$ cat src/rtl/punc_control_fsm.sv
// punc_control_fsm: multi-cycle control unit for the PUnC LC3 processor.
// Sequences INIT -> FETCH -> DECODE -> [IND] -> EXEC -> FETCH and drives every
// datapath select, load and write enable. Outputs are decoded from the current
// state and the instruction register.
// Optional build macro PUNC_CTRL_ILLEGAL_HALT_EN: opcodes 1000 and 1101 halt
// the machine instead of executing as NOP.
module punc_control_fsm (
  input  logic        clk,
  input  logic        rst,
  input  logic [15:0] ir,
  input  logic        n,
  input  logic        z,
  input  logic        p,
  output logic        pc_ld,
  output logic        pc_clr,
  output logic        pc_inc,
  output logic        pc_data_sel,
  output logic        ir_ld,
  output logic [1:0]  mem_addr_sel,
  output logic        mem_w_en,
  output logic [2:0]  rf_r_addr_0,
  output logic [2:0]  rf_r_addr_1,
  output logic [2:0]  rf_w_addr,
  output logic        rf_w_en,
  output logic [1:0]  rf_w_sel,
  output logic        a_sel,
  output logic        b_sel,
  output logic [1:0]  imm_sel,
  output logic [1:0]  alu_sel,
  output logic        nzp_sel,
  output logic        nzp_ld,
  output logic        store_ld,
  output logic        halted
);

  localparam logic [2:0] S_INIT   = 3'd0;
  localparam logic [2:0] S_FETCH  = 3'd1;
  localparam logic [2:0] S_DECODE = 3'd2;
  localparam logic [2:0] S_IND    = 3'd3;
  localparam logic [2:0] S_EXEC   = 3'd4;
  localparam logic [2:0] S_HALT   = 3'd5;

  localparam logic [3:0] OP_BR   = 4'b0000;
  localparam logic [3:0] OP_ADD  = 4'b0001;
  localparam logic [3:0] OP_LD   = 4'b0010;
  localparam logic [3:0] OP_ST   = 4'b0011;
  localparam logic [3:0] OP_JSR  = 4'b0100;
  localparam logic [3:0] OP_AND  = 4'b0101;
  localparam logic [3:0] OP_LDR  = 4'b0110;
  localparam logic [3:0] OP_STR  = 4'b0111;
  localparam logic [3:0] OP_RTI  = 4'b1000;
  localparam logic [3:0] OP_NOT  = 4'b1001;
  localparam logic [3:0] OP_LDI  = 4'b1010;
  localparam logic [3:0] OP_STI  = 4'b1011;
  localparam logic [3:0] OP_JMP  = 4'b1100;
  localparam logic [3:0] OP_RES  = 4'b1101;
  localparam logic [3:0] OP_LEA  = 4'b1110;
  localparam logic [3:0] OP_TRAP = 4'b1111;

  localparam logic [1:0] MA_PC = 2'b00, MA_ALU = 2'b01, MA_STORE = 2'b10;
  localparam logic [1:0] WS_PC = 2'b00, WS_MEM = 2'b01, WS_ALU = 2'b10;
  localparam logic [1:0] IMM5 = 2'b00, OFF6 = 2'b01, OFF9 = 2'b10, OFF11 = 2'b11;
  localparam logic [1:0] ALU_ADD = 2'b00, ALU_AND = 2'b01, ALU_NOT = 2'b11;

  logic [2:0] state_q, state_d;
  logic [3:0] opcode;
  logic [2:0] dr, sr1;
  logic       br_taken;
  logic       unused_ir_bits;

  assign opcode         = ir[15:12];
  assign dr             = ir[11:9];
  assign sr1            = ir[8:6];
  assign br_taken       = (ir[11] & n) | (ir[10] & z) | (ir[9] & p);
  assign unused_ir_bits = ^ir[4:3];

  // State register; reset forces INIT immediately, aborting any instruction.
  // NOTE: sequential state uses non-blocking assignments so every flop samples
  // pre-edge values, and the async reset sits in the sensitivity list.
  always_ff @(posedge clk or negedge rst) begin
    if (!rst) state_q <= S_INIT;
    else      state_q <= state_d;
  end

  // Next-state selection.
  always_comb begin
    state_d = state_q;
    case (state_q)
      S_INIT:   state_d = S_FETCH;
      S_FETCH:  state_d = S_DECODE;
      S_DECODE: begin
        case (opcode)
          OP_LDI, OP_STI: state_d = S_IND;
          OP_TRAP:        state_d = S_HALT;
`ifdef PUNC_CTRL_ILLEGAL_HALT_EN
          OP_RTI, OP_RES: state_d = S_HALT;
`endif
          default:        state_d = S_EXEC;
        endcase
      end
      S_IND:    state_d = S_EXEC;
      S_EXEC:   state_d = S_FETCH;
      S_HALT:   state_d = S_HALT;
      default:  state_d = S_INIT;
    endcase
  end

  // Control outputs decoded from state and instruction.
  // NOTE: every output gets a default before the case so no path leaves a
  // value unassigned, which would otherwise infer a latch.
  always_comb begin
    pc_ld = 1'b0; pc_clr = 1'b0; pc_inc = 1'b0; pc_data_sel = 1'b0;
    ir_ld = 1'b0; mem_addr_sel = MA_PC; mem_w_en = 1'b0;
    rf_r_addr_0 = 3'd0; rf_r_addr_1 = 3'd0; rf_w_addr = 3'd0;
    rf_w_en = 1'b0; rf_w_sel = WS_PC; a_sel = 1'b0; b_sel = 1'b0;
    imm_sel = IMM5; alu_sel = ALU_ADD; nzp_sel = 1'b0; nzp_ld = 1'b0;
    store_ld = 1'b0; halted = 1'b0;
    case (state_q)
      S_INIT:  pc_clr = 1'b1;
      S_FETCH: begin
        mem_addr_sel = MA_PC; ir_ld = 1'b1; pc_inc = 1'b1;
      end
      S_IND: begin
        // Fetch the pointer at PC + off9 into the store register.
        mem_addr_sel = MA_ALU; b_sel = 1'b1; imm_sel = OFF9; store_ld = 1'b1;
      end
      S_EXEC: begin
        case (opcode)
          OP_ADD, OP_AND: begin
            a_sel = 1'b1; rf_r_addr_0 = sr1; rf_r_addr_1 = ir[2:0];
            b_sel = ir[5]; imm_sel = IMM5;
            alu_sel = (opcode == OP_AND) ? ALU_AND : ALU_ADD;
            rf_w_en = 1'b1; rf_w_addr = dr; rf_w_sel = WS_ALU; nzp_ld = 1'b1;
          end
          OP_NOT: begin
            a_sel = 1'b1; rf_r_addr_0 = sr1; alu_sel = ALU_NOT;
            rf_w_en = 1'b1; rf_w_addr = dr; rf_w_sel = WS_ALU; nzp_ld = 1'b1;
          end
          OP_BR: begin
            if (br_taken) begin
              b_sel = 1'b1; imm_sel = OFF9; pc_ld = 1'b1;
            end
          end
          OP_JMP: begin
            pc_data_sel = 1'b1; rf_r_addr_0 = sr1; pc_ld = 1'b1;
          end
          OP_JSR: begin
            // R7 and PC update on the same edge; R7 captures the incremented PC.
            rf_w_en = 1'b1; rf_w_addr = 3'd7; rf_w_sel = WS_PC; pc_ld = 1'b1;
            if (ir[11]) begin
              b_sel = 1'b1; imm_sel = OFF11;
            end else begin
              pc_data_sel = 1'b1; rf_r_addr_0 = sr1;
            end
          end
          OP_LD: begin
            b_sel = 1'b1; imm_sel = OFF9; mem_addr_sel = MA_ALU;
            rf_w_en = 1'b1; rf_w_addr = dr; rf_w_sel = WS_MEM;
            nzp_sel = 1'b1; nzp_ld = 1'b1;
          end
          OP_LDR: begin
            a_sel = 1'b1; rf_r_addr_0 = sr1; b_sel = 1'b1; imm_sel = OFF6;
            mem_addr_sel = MA_ALU;
            rf_w_en = 1'b1; rf_w_addr = dr; rf_w_sel = WS_MEM;
            nzp_sel = 1'b1; nzp_ld = 1'b1;
          end
          OP_LEA: begin
            b_sel = 1'b1; imm_sel = OFF9;
            rf_w_en = 1'b1; rf_w_addr = dr; rf_w_sel = WS_ALU;
          end
          OP_ST: begin
            b_sel = 1'b1; imm_sel = OFF9; mem_addr_sel = MA_ALU;
            rf_r_addr_1 = dr; mem_w_en = 1'b1;
          end
          OP_STR: begin
            a_sel = 1'b1; rf_r_addr_0 = sr1; b_sel = 1'b1; imm_sel = OFF6;
            mem_addr_sel = MA_ALU; rf_r_addr_1 = dr; mem_w_en = 1'b1;
          end
          OP_LDI: begin
            mem_addr_sel = MA_STORE;
            rf_w_en = 1'b1; rf_w_addr = dr; rf_w_sel = WS_MEM;
            nzp_sel = 1'b1; nzp_ld = 1'b1;
          end
          OP_STI: begin
            mem_addr_sel = MA_STORE; rf_r_addr_1 = dr; mem_w_en = 1'b1;
          end
          default: ;  // RTI/reserved execute as NOP when not halting
        endcase
      end
      S_HALT:  halted = 1'b1;
      default: ;
    endcase
  end

endmodule

$ cat config.mk
export PLATFORM = sky130hd
export DESIGN_NAME = punc_control_fsm
export DESIGN_NICKNAME = d
export VERILOG_FILES = /design/src/rtl/punc_control_fsm.sv
export SDC_FILE = /design/constraint.sdc
export NUM_CORES = 1
export LEC_CHECK = 0
export CORE_AREA = 5 5 42 44
export CTS_CLUSTER_SIZE = 25
export DETAILED_ROUTE_END_ITERATION = 12
export DIE_AREA = 0 0 47 49
export DONT_BUFFER_PORTS = 1
export PLACE_DENSITY = 0.67
export SETUP_SLACK_MARGIN = 0.1
export SYNTH_ARGS = -nofsm -noshare
export SYNTH_HDL_FRONTEND = slang
export SYNTH_SLANG_ARGS = --single-unit
$ cat constraint.sdc
create_clock -name clk -period 3.68 [get_ports clk]
set_input_delay 0.736 -clock clk [delete_from_list [all_inputs] [get_ports clk]]
set_output_delay 0.736 -clock clk [all_outputs]
set_load 0.05 [all_outputs]
### Yosys cells after proc, flatten, opt, wreduce, memory -nomap -nowiden

Cells that the tools add are included.
W data, S select, Z words.

* equality and inequality tests: 18
* muxes and demuxes: 43
* bitwise operators: 5
* reductions and logical operators: 18

Operator list (count)
* $eq A4 B4 Y1 const B: 6
* $pmux W3 S2: 4
* $mux W1: 20
* $pmux W2 S2: 5
* $eq A4 B3 Y1 const B: 4
* $pmux W3 S5: 1
* $mux W3: 4
* $reduce_or A6 Y1: 2
* $reduce_or A2 Y1: 5
* $reduce_or A5 Y1: 2
* $reduce_or A3 Y1: 3
* $eq A4 B2 Y1 const B: 2
* $mux W2: 4
* $pmux W2 S4: 1
* $reduce_or A4 Y1: 2
* $reduce_or A8 Y1: 1
* $reduce_or A7 Y1: 1
* $eq A3 B2 Y1 const B: 2
* $eq A3 B3 Y1 const B: 2
* $pmux W1 S2: 3
* $eq A4 B1 Y1 const B: 1
* $logic_not A4 Y1: 1
* $pmux W1 S4: 1
* $and A1 B1 Y1: 3
* other kinds (3): 4

* bits in registers: 3
* output and inout port bits: 30
* word-level logic and storage cells: 85

### Longest topological paths before layout

Gate-level depths: netlist (run 1).

* depth after elaboration: 6
* depth in mapped cells: 6

### Least setup slack after synthesis (run 1)

No wires, ideal clock.

* path kind: input -> output
* start: input port ir[13]
* end: output port imm_sel[1]
* data arrival time: 2.988 ns
* required time: 2.944 ns
* setup slack: -0.044 ns
* stages: 4
* path buffers: 2
* path through: buf_2 buf_2 nand2_1 o311ai_0

* longest elaborated chain between the ends: 4

RTL lines
* from (decl): RTL line 10 `input logic [15:0] ir,`
* $eq A4 B2 Y1, or another cell as far along: RTL line 128 `case (opcode)`
* $reduce_or A3 Y1 (no line) / $reduce_or A2 Y1 (equally long branches)
* $pmux W2 S4 (*): RTL line 128
* $pmux W2 S2 (*): RTL line 118 `case (state_q)`
* to (decl): RTL line 28 `output logic [1:0] imm_sel,`

Every way passes the cells marked *; elsewhere a longest branch is shown, timed or not.

### Worst setup path after layout (run 1)

* start: register state_q[2]
* end: output port rf_r_addr_1[0]

* longest elaborated chain between the ends: 2

RTL lines
* from (decl): RTL line 65 `logic [2:0] state_q, state_d;`
* from (signal assigned): RTL line 82 `else state_q <= state_d;`
* $eq A3 B3 Y1: RTL line 118
* $mux W3: RTL line 118
* to (decl): RTL line 22 `output logic [2:0] rf_r_addr_1,`

Every way passes these cells.

==> impl_results.md, run 1 <==
- WHS: 0.203 ns
- Final #Nets: around 130
- Max stage delay on crit path: 0.47 ns
- DR iter-0 viols: 21
- Fraction of registers with async set or reset after synthesis: between 90% and 100%
- Net Sw Frac: 64.5%
- Clk_lat worst skew: 0.23 ns
- Drt wl/cell: 15.2 um
- Worst Setup EP: rf_r_addr_1[0]
- WL final: between 1.5 and 2 mm
- Worst r2r path cells: 3
- Hold Buf Count CTS: 0
- Slowest-stage cell, CP: a22o_1
- Layout area overhead: 10.0%
- Initial core utilization: between 50% and 60%
- Number of synthesized flops with an enable pin: 0
- Register share of total power: around 15%
- # IOs: 51
- Initial antenna violation count: 0
- NetSw: between 300 and 400 uW
- Overflow after GRT: 0
- Post-synth top area cell: dfrtp_1
- Post-route ant nets: 0
- Slew Viols, Final: 0
- Mapped Area: a little over 700 sq um
- Comb power frac: 73.8%
- Avg Synthesized Cell Area: around 6.9 sq um
- Floorplan core area: 1400 sq um
- Hold Vio Cnt, Final: 0
- Inserted Clock Buffers: 3
- Outcome: completed
- Vias in the first global route: about 630
- Worst Path Arrival: 1.99 ns
- R2R Path Start: state_q[1]
- Total power: 505 uW
- N_diodes: 0
- Max Cap Violations: 0
- Synth top area share: a little over a tenth
- Post-cts sizing count: 0
- Largest net degree at the start of global routing: 22
- H-tree depth: 1
- Power Dens Cells: between 600 and 700 nW/um^2
- Normalized max-slew margin: between 30% and 40%
- P_leak: ~0.00032 uW
- CP cell instances: nor3b_2 > nand2_1 > nor2_2 > buf_4 > a22o_1
- Main synth FF type: dfrtp_1
- Die area: roughly 2300 sq um
- Die Span Y: a little under 50 um
- First-pass GRT wire length: 2.86 mm
- IO Port Bufs: 0
- Post-DP HPWL: ~1.4 mm
- Layout Cells excl Fill: 125
- Seq/Total Area, Yosys: 10.6%
- Biggest regs: state_q: 3 flops
- Layout Skew: between 0.0005 and 0.0006 ns
- Internal reg-to-reg setup slack: a little over 2 ns
- Unrepaired setup endpoints after global routing: no
- Finish-stage setup viols: 0
- Worst setup EP type: output port
- Num rows: 14
- Syn. warnings: 0
- Max rail drop VDD: about 560 uV
- Vias after detailed routing: just under 800
- Clock Path Buffers: 2
- Synth top area cells: dfrtp_1 11%, nor2_1 9.5%, buf_6 7.9%
- Critical Path Start: state_q[2]
- Dpl cells: around 120
- Worst slew pin tran: 0.972 ns
- GRT Util Overall: 16.1%
- Placer Congestion: around 0.76
- P_int: 179 uW
- Fmax: 367 MHz
- Root Driver: clkbuf_4
- Crit path max fanout: 8
- Clock share of power: between 10 and 15%
- Synth cell types: 38
- CTS tree: done
- Min Clock Period, post-route: 2.72 ns
- R2r endpoint: state_q[2]
- Worst setup SP type: flop
- DR pass1 iterations: 4
- Layout cell share with drive strength beyond 1: 24.8%
- Vias per cell: 6.15
- CTS clock-pin slew for the worst setup and hold paths: about 0.040 ns
- Largest Register: state_q
- Final worst path period share: 74.0%
- Crit path kind: flop to output port
- Hold WC Path Type: input pin to asynchronous set/reset pin
- CTS sink cnt: 3
- Setup Buffers After CTS: 0
- Number of flip-flops in the largest register: 3
- CP required: about 2.9 ns
- Syn nets: ~120
- Post-Route Setup TNS: 0 ns
- DRC Markers: 0
- Chip width: ~47 um
- Gate Count Post-Synth: ~100
- Flops & latches, synth: 3
==> area by class of cell <==
type / count / area [sq um]
Fill cell: 140 / 619
Multi-Input combinational cell: 87 / 563
Timing Repair Buffer: 11 / 82.6
Sequential cell: 3 / 75.1
Clock buffer: 4 / 26.3
Tap cell: 16 / 20.0
Inverter: 4 / 15.0
==> power groups by stage <==
stage	clock network, uW	registers, uW	logic, uW
floorplan	0	69.3	341
global placement	0	74.4	371
detailed placement	0	75.0	374
CTS	59.4	74.7	375
global route	61.0	80.0	391
finish	56.8	75.7	373
==> layer usage <==
metal / wire length [um] / vias to the layer above / part of all wire (%) / global-route usage, %
met5: 0 / - / 0 / 0
met1: 786 / 352 / 41 / 23.7
met4: 0 / 0 / 0 / 4.15
met3: 203 / 0 / 11 / 3.69
met2: 905 / 36 / 48 / 23.1
li1: - / 381 / - / -
==> stage by stage <==
step	utilization [%]	setup slack (ns)	area, sq um
2_1_floorplan	-	0.485	711
3_3_place_gp	53.9	1.05	756
3_5_place_dp	53.9	1.04	756
4_1_cts	55.8	0.959	782
5_1_grt	55.8	0.866	782
6_report	55.8	0.958	782
==> synthesized netlist by cell type, types with 2 or more instances <==
master     instances
a2bb2oi_1          2
buf_2              2
nand2_1           12
a21o_1             2
a21oi_1            6
a22o_1             3
nor4_2             2
inv_1              4
nand2b_1           6
a22oi_1            3
dfrtp_1            3
o21ai_0            4
o2111ai_1          3
nor2b_1            2
buf_6              5
and2_1             3
and2b_1            3
nor2_1            18
==> worst max-delay path: cells and delay by family, from the launching register on <==
| kind | cells | cell delay [ns] |
|---|---|---|
| buf+inv | 1 | 0.22 |
| compound gates | 1 | 0.47 |
| simple gates | 3 | 0.61 |
| flops | 1 | 0.45 |
==> worst min path at each step <==
stage	startpoint	to	cells after the start
after floorplan	rst	state_q[0]	0
after global placement	rst	state_q[1]	0
after detailed placement	rst	state_q[1]	0
after CTS	rst	state_q[2]	0
after global routing	rst	state_q[1]	0
final	rst	state_q[2]	0
==> cells in the final DEF (no fill, tap or decap), drive strengths merged, types with 2 or more instances in the layout <==
cell type	count
clkbuf	4
nor2	19
nand2	12
a211oi	2
a21oi	7
and2b	4
a22o	3
o21ai	4
o2111ai	3
nand2b	6
dfrtp	3
a2bb2oi	2
buf	11
nor4	3
a22oi	3
inv	4
a21o	2
nor3b	2
and2	3
nor2b	2
==> logic make-up (layout without fill, tap and decap cells) <==
group                     count (synthesis)  count (layout)  share of synthesized area (%)
AOI/OAI and AO/OA                        32              32                           33.8
buffers and inverters                    13              19                           13.0
DFF                                       3               3                           10.6
xor gates and xnor gates                  1               1                           1.23
and+or+nand+nor                          54              54                           41.4
Note: power is estimated with default switching activity, not from simulation.
==> inputs of run 2 (changes only) <==
==> constraint.sdc (replaced) <==
create_clock -name clk -period 2.7 [get_ports clk]
set_input_delay 0.54 -clock clk [delete_from_list [all_inputs] [get_ports clk]]
set_output_delay 0.54 -clock clk [all_outputs]
set_load 0.05 [all_outputs]
==> impl_results.md, run 2 (same netlist as run 1, synthesis figures left out) <==
- CTS clock-pin slew for the worst setup and hold paths: 0.04 ns (about the same)
- WL final: 2.04 mm (+7.7%)
- Max rail drop VDD: 883 uV (+59%)
- Normalized max-slew margin: 62.6% (+27 points)
- GRT Util Overall: 17.9% (+1.8 points)
- Hold WC Path Type: input pin to flop
- Clock Path Buffers: 2 (unchanged)
- Worst setup SP type: flop
- Vias per cell: 5.92 (-3.7%)
- Biggest regs: state_q: 3 flops
- CTS tree: done
- Commonest non-fill, non-tap cell in the layout: buf_4
- Post-route ant nets: 0 (unchanged)
- CP required: 2.16 ns (-0.78 ns)
- Crit path kind: flop to output port
- Total power: 736 uW (+46%)
- N_diodes: 0 (unchanged)
- Worst slew pin tran: 0.561 ns (-0.411 ns)
- Largest net degree at the start of global routing: 22 (unchanged)
- Vias after detailed routing: 829 (+7.8%)
- CTS sink cnt: 3 (unchanged)
- # IOs: 51 (unchanged)
- Layout Skew: 0.000346 ns (-0.000191 ns)
- Setup WS post-layout: 0.269 ns (-0.690 ns)
- Number of flip-flops in the largest register: 3 (unchanged)
- Place WS: 0.500 ns (-0.542 ns)
- Net Sw Frac: 61.7% (-2.8 points)
- Crit path max fanout: 12 (+4)
- Fill cells: 146 (+4.3%)
- Slew Viols, Final: 0 (unchanged)
- Min Clock Period, post-route: around 2.4 ns
- Max Cap Violations: 0 (unchanged)
- Largest Register: state_q
- Initial antenna violation count: 0 (unchanged)
- Worst Path Arrival: 1.89 ns (-0.10 ns)
- Outcome: completed
- Clock share of power: 10.4% (-0.8 points)
- Floorplan core area: 1400 sq um (unchanged)
- CP cell instances: or3b_4 > a211oi_2 > and2_1
- CP Buf/Inv Count: 0 (-1)
- Vias in the first global route: 755 (+19%)
- DR iter-0 viols: 44 (+110%)
- First-pass GRT wire length: 3.26 mm (+14%)
- Overflow after GRT: 0 (unchanged)
- Chip width: 47 um (unchanged)
- IO Port Bufs: 0 (unchanged)
- Hold Vio Cnt, Final: 0 (unchanged)
- Slowest-stage cell, CP: or3b_4
- Max stage delay on crit path: 0.51 ns (+0.04 ns)
- Comb power frac: 75.5% (+1.7 points)
- DRC Markers: 0 (unchanged)
- Num rows: 14 (unchanged)
- H-tree depth: 1 (unchanged)
- Fmax: ~410 MHz
- Placer Congestion: 0.797 (+5.0%)
- Post-DP HPWL: 1.57 mm (+8.8%)
- Top Family by Delay on Critical Path: simple AND/OR/NAND/NOR gates
- Worst setup EP type: output port
- Clk_lat worst skew: 0.23 ns (about the same)
- Post-cts sizing count: 0 (unchanged)
- Register share of total power: 14.1% (-0.9 points)
- Layout area overhead: 26.2%
- NetSw: 454 uW (+39%)
- P_leak: 0.000399 uW (+25%)
- P_int: 282 uW (+57%)
- Unrepaired setup endpoints after global routing: no
- Final #Nets: 146 (+11%)
- Drt wl/cell: 14.6 um (-3.8%)
- Layout cell share with drive strength beyond 1: 33.1% (+8.3 points)
- Final Cell Area: 897 sq um (+15%)
- Root Driver: clkbuf_4
- Die area: 2300 sq um (unchanged)
- Inserted Clock Buffers: 3 (unchanged)
- Die Span Y: 49 um (unchanged)
- Final worst path period share: about nine tenths
- DR pass1 iterations: 4 (unchanged)
- Initial core utilization: 50.7% (unchanged)
- WHS: 0.475 ns (+0.272 ns)
- Post-placement cell area: 861 sq um (+14%)
- Most frequent cells in the layout: 25 x buf_4, 17 x nor2_1, 12 x nand2_1, 6 x nand2b_1, 6 x a21oi_1
- Finish-stage setup viols: 0 (unchanged)
- Power Dens Cells: 821 nW/um^2 (+27%)
run 2: final cells by class:
cell class	instances	area [sq um]	share of cell area, %
sequential	3	75.1	8.37
tap	16	20.0	2.23
inverter	4	15.0	1.67
timing repair buffer	26	198	22.0
multi-input combinational	87	563	62.8
clock buffer	4	26.3	2.93
run 2: power groups by stage:
stage	combinational (uW)	clock, uW	sequential [uW]
6_report	556	76.6	104
5_1_grt	586	87.8	110
4_1_cts	559	80.0	102
2_1_floorplan	467	0	94.4
3_3_place_gp	548	0	101
3_5_place_dp	556	0	103
run 2: final timing paths:
check / start / endpoint / slack (ns) / cells after the start
worst max-delay path: state_q[2] / rf_r_addr_0[2] / 0.27 / 3
worst min-delay path: ir[15] / state_q[0] / 0.48 / 2
worst max register to register: state_q[1] / state_q[2] / 1.49 / 4
worst min register to register: state_q[2] / state_q[1] / 0.59 / 1
max in group asynchronous: rst / state_q[0] / 2.00 / 1
min in group asynchronous: rst / state_q[2] / 0.56 / 1
run 2: metal layers:
metal,vias to the layer above,wire length [um],track usage [%]
li1,410,-,-
met1,384,830,25.3
met2,35,1050,27.6
met3,0,161,2.21
met4,0,0,5.07
met5,-,0,0
run 2: worst reg2reg max path, delay by kind of cell (launching register included):
family | cells | cell delay, ns
simple gates | 2 | 0.27
compound gates | 1 | 0.17
buf+inv | 1 | 0.19
flops | 1 | 0.47
run 2: stage by stage:
stage | setup TNS, ns | util (%) | cells
global placement | 0 | 61.4 | 135
floorplan | -0.0467 | - | 103
detailed placement | 0 | 61.4 | 135
CTS | 0 | 63.3 | 139
finish | 0 | 64.0 | 140
global route | 0 | 64.0 | 140
run 2: repair_timing:
item	CTS	global route
hold buffers	0	1
endpoints found under the hold margin	0	3
setup buffers	0	0
